## src/rtl/cpu_reg_display.sv

```systemverilog
// ============================================================================
// Module   : cpu_reg_display
// Purpose  : Shows one of four 16-bit CPU debug registers on a 4-digit
//            common-anode 7-segment display. A debounced button selects
//            the register.
// Revision : 1.0 - initial release
// ============================================================================
`default_nettype none

module cpu_reg_display #(
    parameter int SCAN_DIV   = 100000,
    parameter int DEB_CYCLES = 1000000
) (
    input  logic        clk,
    input  logic        reset,
    input  logic [15:0] a0,
    input  logic [15:0] v0,
    input  logic [15:0] sp,
    input  logic [15:0] ra,
    input  logic        btn_next,
    output logic [3:0]  an,
    output logic [7:0]  seg,
    output logic [3:0]  sel_led
);

    localparam int SCAN_W = (SCAN_DIV > 2) ? $clog2(SCAN_DIV) : 1;
    localparam int DEB_W  = (DEB_CYCLES > 2) ? $clog2(DEB_CYCLES) : 1;
    localparam logic [SCAN_W-1:0] SCAN_MAX = SCAN_W'(SCAN_DIV - 1);
    localparam logic [DEB_W-1:0]  DEB_MAX  = DEB_W'(DEB_CYCLES - 1);

    typedef enum logic [1:0] {
        ST_IDLE         = 2'd0,
        ST_PRESS_WAIT   = 2'd1,
        ST_PRESSED      = 2'd2,
        ST_RELEASE_WAIT = 2'd3
    } deb_state_t;

    function automatic logic [7:0] hex_to_seg(input logic [3:0] n);
        logic [7:0] s;
        case (n)
            4'h0:    s = 8'hC0;
            4'h1:    s = 8'hF9;
            4'h2:    s = 8'hA4;
            4'h3:    s = 8'hB0;
            4'h4:    s = 8'h99;
            4'h5:    s = 8'h92;
            4'h6:    s = 8'h82;
            4'h7:    s = 8'hF8;
            4'h8:    s = 8'h80;
            4'h9:    s = 8'h90;
            4'hA:    s = 8'h88;
            4'hB:    s = 8'h83;
            4'hC:    s = 8'hC6;
            4'hD:    s = 8'hA1;
            4'hE:    s = 8'h86;
            default: s = 8'h8E;
        endcase
        return s;
    endfunction

    logic [SCAN_W-1:0] scan_cnt_q, scan_cnt_d;
    logic [1:0]        digit_q, digit_d;
    logic [15:0]       shadow_q, shadow_d;
    logic [3:0]        an_q, an_d;
    logic [7:0]        seg_q, seg_d;
    logic [1:0]        sel_q, sel_d;
    logic [3:0]        sel_led_q, sel_led_d;
    logic              sync1_q, sync2_q;
    deb_state_t        state_q, state_d;
    logic [DEB_W-1:0]  deb_cnt_q, deb_cnt_d;

    logic              wrap;
    logic              boundary;
    logic              step;
    logic [15:0]       sel_reg;
    logic [3:0]        nibble;

    always_comb begin
        case (sel_q)
            2'd0:    sel_reg = a0;
            2'd1:    sel_reg = v0;
            2'd2:    sel_reg = sp;
            default: sel_reg = ra;
        endcase
    end

    // The snapshot is taken on the same edge that moves to digit 0, so the
    // nibble for the new digit is read from the next-state shadow.
    always_comb begin
        wrap       = (scan_cnt_q == SCAN_MAX);
        scan_cnt_d = wrap ? '0 : scan_cnt_q + 1'b1;
        digit_d    = wrap ? digit_q + 2'd1 : digit_q;
        boundary   = wrap && (digit_q == 2'd3);
        shadow_d   = boundary ? sel_reg : shadow_q;
        case (digit_d)
            2'd0:    nibble = shadow_d[3:0];
            2'd1:    nibble = shadow_d[7:4];
            2'd2:    nibble = shadow_d[11:8];
            default: nibble = shadow_d[15:12];
        endcase
        an_d  = wrap ? ~(4'b0001 << digit_d) : an_q;
        seg_d = wrap ? hex_to_seg(nibble) : seg_q;
    end

    always_comb begin
        state_d   = state_q;
        deb_cnt_d = deb_cnt_q;
        step      = 1'b0;
        case (state_q)
            ST_IDLE: begin
                if (sync2_q) begin
                    state_d   = ST_PRESS_WAIT;
                    deb_cnt_d = '0;
                end
            end
            ST_PRESS_WAIT: begin
                if (!sync2_q) begin
                    state_d = ST_IDLE;
                end else if (deb_cnt_q == DEB_MAX) begin
                    state_d = ST_PRESSED;
                    step    = 1'b1;
                end else begin
                    deb_cnt_d = deb_cnt_q + 1'b1;
                end
            end
            ST_PRESSED: begin
                if (!sync2_q) begin
                    state_d   = ST_RELEASE_WAIT;
                    deb_cnt_d = '0;
                end
            end
            default: begin
                if (sync2_q) begin
                    state_d = ST_PRESSED;
                end else if (deb_cnt_q == DEB_MAX) begin
                    state_d = ST_IDLE;
                end else begin
                    deb_cnt_d = deb_cnt_q + 1'b1;
                end
            end
        endcase
        sel_d     = step ? sel_q + 2'd1 : sel_q;
        sel_led_d = 4'b0001 << sel_d;
    end

    always_ff @(posedge clk or negedge reset) begin
        if (!reset) begin
            scan_cnt_q <= '0;
            digit_q    <= 2'd0;
            shadow_q   <= 16'h0000;
            an_q       <= 4'b1110;
            seg_q      <= 8'hC0;
            sel_q      <= 2'd0;
            sel_led_q  <= 4'b0001;
            sync1_q    <= 1'b0;
            sync2_q    <= 1'b0;
            state_q    <= ST_IDLE;
            deb_cnt_q  <= '0;
        end else begin
            scan_cnt_q <= scan_cnt_d;
            digit_q    <= digit_d;
            shadow_q   <= shadow_d;
            an_q       <= an_d;
            seg_q      <= seg_d;
            sel_q      <= sel_d;
            sel_led_q  <= sel_led_d;
            sync1_q    <= btn_next;
            sync2_q    <= sync1_q;
            state_q    <= state_d;
            deb_cnt_q  <= deb_cnt_d;
        end
    end

    assign an      = an_q;
    assign seg     = seg_q;
    assign sel_led = sel_led_q;

endmodule

`default_nettype wire

```

## config.mk

```make
export PLATFORM = sky130hd
export DESIGN_NAME = cpu_reg_display
export DESIGN_NICKNAME = d
export VERILOG_FILES = /design/src/rtl/cpu_reg_display.sv
export SDC_FILE = /design/constraint.sdc
export NUM_CORES = 1
export LEC_CHECK = 0
export BUFFER_PORTS_ARGS = -buffer_cell sky130_fd_sc_hd__buf_4
export CELL_PAD_IN_SITES_DETAIL_PLACEMENT = 0
export CELL_PAD_IN_SITES_GLOBAL_PLACEMENT = 1
export CORE_ASPECT_RATIO = 1.75
export CORE_UTILIZATION = 42
export DETAILED_ROUTE_END_ITERATION = 8
export PLACE_DENSITY_LB_ADDON = 0.1
export SLEW_MARGIN = 10
export SYNTH_ARGS = -nofsm -noshare
export SYNTH_HDL_FRONTEND = slang
export SYNTH_SLANG_ARGS = --single-unit
```

## constraint.sdc

```tcl
create_clock -name clk -period 4.43 [get_ports clk]
set_input_delay 0.443 -clock clk [delete_from_list [all_inputs] [get_ports clk]]
set_output_delay 0.443 -clock clk [all_outputs]
set_load 0.01 [all_outputs]
```

==> impl_results.md <==
* Post-synthesis sequential area ratio at 0.460
* Syn avg cell area at slightly below 10 um2
* Pins Over Slew Limit at 0
* Min-delay worst type: in2reg
* Antenna Nets Post-Route at 0
* Fmax achieved at around 260 MHz
* FP Rows at 47
* Number of global-route vias before repair at ~3.4k
* CTS tree: yes
* Port Buffers at 81
* Cell family with most CP delay: simple AND/OR/NAND/NOR gates
* Status: complete, no violations
* Sw frac at 0.251
* Diode count at 0
* Tmin final at slightly below 4 ns
* TritonRoute pass-1 iters at 4
* Worst Tran Pin Value at 0.952 ns
* Post-synth top area share at 0.428
* Post-synth EDFFs at 0
* Clock skew at ~0.0049 ns
* Maximum number of pins on one net before global-route repair at a little under 80
* Die area at ~10000 um2
* DR DRC count at 0
* Via count at between 3k and 4k
* Combinational cell fraction of total power at 0.130
* Crit Path Max Fanout at 9
* Most frequent CP cell: mux2_2
* Internal Power at around 1.3 mW
* Syn Nets at 512
* Bufs on Longest Clock Path at 2
* Critical path launch point type: register
* Worst path cell trace: or4b_4 > nor4_4 > nand2_1 > nor2_1 > a21oi_1 > mux2_2 > o21ai_0 > inv_1 > ha_1 > mux2_1 > mux2i_1 > mux2_2
* DP HPWL at 6960 um
* Worst Hold Slack at around 0.21 ns
* Grt ovf at 0
* Number of library cell types mapped by synthesis at between 50 and 60
* Total Power at 1.71 mW
* Worst path max stage delay at roughly 0.57 ns
* Top cell type by total area after synthesis: dfrtp_1
* Net Switching at 0.427 mW
* Critical path class: reg2reg
* Power per cell area at 329 nW/um2
* Top FF cell, synth: dfrtp_1
* Die X at 77.1 um
* Skew-Pair Late Insertion Delay at 0.33 ns
* Final RePlAce weighted congestion at a little under 0.8
* Max-cap check violation count at 0
* Flop and latch count out of synthesis at 76
* Critical Path AT at about 4.2 ns
* Seq pwr share at 0.433
* Commonest non-fill, non-tap cell in the layout: buf_4
* DRT iter0 DRCs at 143
* Post-route setup TNS at 0 ns
* CTS Buf Count at 9
* CTS clk-pin slew, worst paths at ~0.06 ns
* Area delta synth->final at 24.9%
* Top cells by area, synth: dfrtp_1, nor2_1, ha_1
* Total core area at 9530 um2
* Synth async-reset ratio at 1.00
* Via density at 5.26
* H-tree depth at 3
* Vert. Die Dim at 133 um
* Initial antenna violation count at 0
* Crit share post-route at 0.882
* Postcts setup bufs at 0
* VDD IR max at around 0.24 mV
* Routed WL at between 9000 and 10000 um
* CTS Sinks at 76
* Buffers and inverters on the worst path at 1
* Crit. End Element: register
* Max_slew headroom at 0.365
* Final setup viols at 0
* Global-route usage over all layers at 0.193
* Hold Vio Cnt, Final at 0
* WL per Instance at roughly 15 um
* Layout cells sized above 1 at 0.241
* Nets at 593
* First-pass GRT wire length at approximately 16000 um
* Synth warnings at 0
* Clock Power Share at 0.437
* Root buffer cell: clkbuf_16
* Synthesized area at just over 4000 um2
* Lkg Pwr at 2.50 nW
* PostCTS Resize Cnt at 0
* Required time worst endpoint at about 4.7 ns
* Mapped Cells at ~430
* Slowest cell on the critical path: or4b_4
* Unrepaired setup endpoints after global routing: no
* Most frequent cells in the layout: buf_4, dfrtp_1, nor2_1
* Num ports at between 80 and 90
* Starting Density at 0.435
* Post-CTS Hold Buffers at 0
-- layout make-up --
class | instances | area (um2)
fill | 909 | 4350
multi-input combinational | 311 | 2060
sequential | 76 | 1910
timing repair buffer | 87 | 653
clock buffer | 11 | 253
tap | 122 | 153
inverter | 25 | 93.8
clock inverter | 5 | 60.1
-- Yosys cell counts, drive strengths merged (5+ instances only) --
library cell	instances
a21oi	22
mux2i	5
dfrtp	71
o211ai	6
and3	10
o21ai	19
clkbuf	11
ha	16
xor2	17
inv	25
a222oi	16
nor2	62
mux2	9
nor2b	6
nand2	38
nand3	15
nand4	5
buf	6
dfstp	5
a31oi	6
xnor2	19
-- power by group through the flow --
stage	combinational, mW	clock (mW)	sequential (mW)
after floorplan	0.134	0	0.746
after detailed placement	0.227	0	0.751
final	0.221	0.745	0.739
after CTS	0.227	0.765	0.739
after global routing	0.255	0.794	0.741
after global placement	0.222	0	0.750
-- kinds of logic after synthesis --
family,after synthesis,share of synthesized area
other,1,0.000904
adders and majority gates,16,0.0483
muxes,14,0.0365
DFF,76,0.460
and+or+nand+nor,162,0.197
buffers and inverters,42,0.0435
xor gates and xnor gates,36,0.0760
AOI/OAI and AO/OA,82,0.137
-- registers in the layout (all words and copies together), names as in the netlist, named ones only --
register / cells
deb_cnt_q: 20
scan_cnt_q: 17
shadow_q: 16
seg: 7
an: 4
sel_led: 4
digit_q: 2
sel_q: 2
state_q: 1
sync1_q: 1
sync2_q: 1
-- worst paths after layout --
kind	from	to	slack (ns)	cells after the start
min	btn_next	sync1_q	0.21	1
min in group asynchronous	reset	scan_cnt_q[3]	0.25	1
max in group asynchronous	reset	an[0]	3.56	1
max	scan_cnt_q[11]	seg[3]	0.52	12
max reg2reg	scan_cnt_q[11]	seg[3]	0.52	12
min reg2reg	sync1_q	sync2_q	0.36	0
-- stage by stage --
step,worst slack (ns),utilization,cell area (um2),instances
global route,0.173,0.544,5180,637
floorplan,0.704,-,4150,429
global placement,0.721,0.511,4870,621
detailed placement,0.530,0.511,4870,621
finish,0.524,0.544,5180,637
CTS,0.513,0.544,5180,637
-- routing by layer --
layer,GRT usage,part of all wire,vias up
met1,0.213,0.42,1578
met4,0.0755,0.020,0
met5,0,0,-
met2,0.353,0.51,88
li1,-,-,1670
met3,0.0438,0.047,16
(Power assumes the default switching activity.)
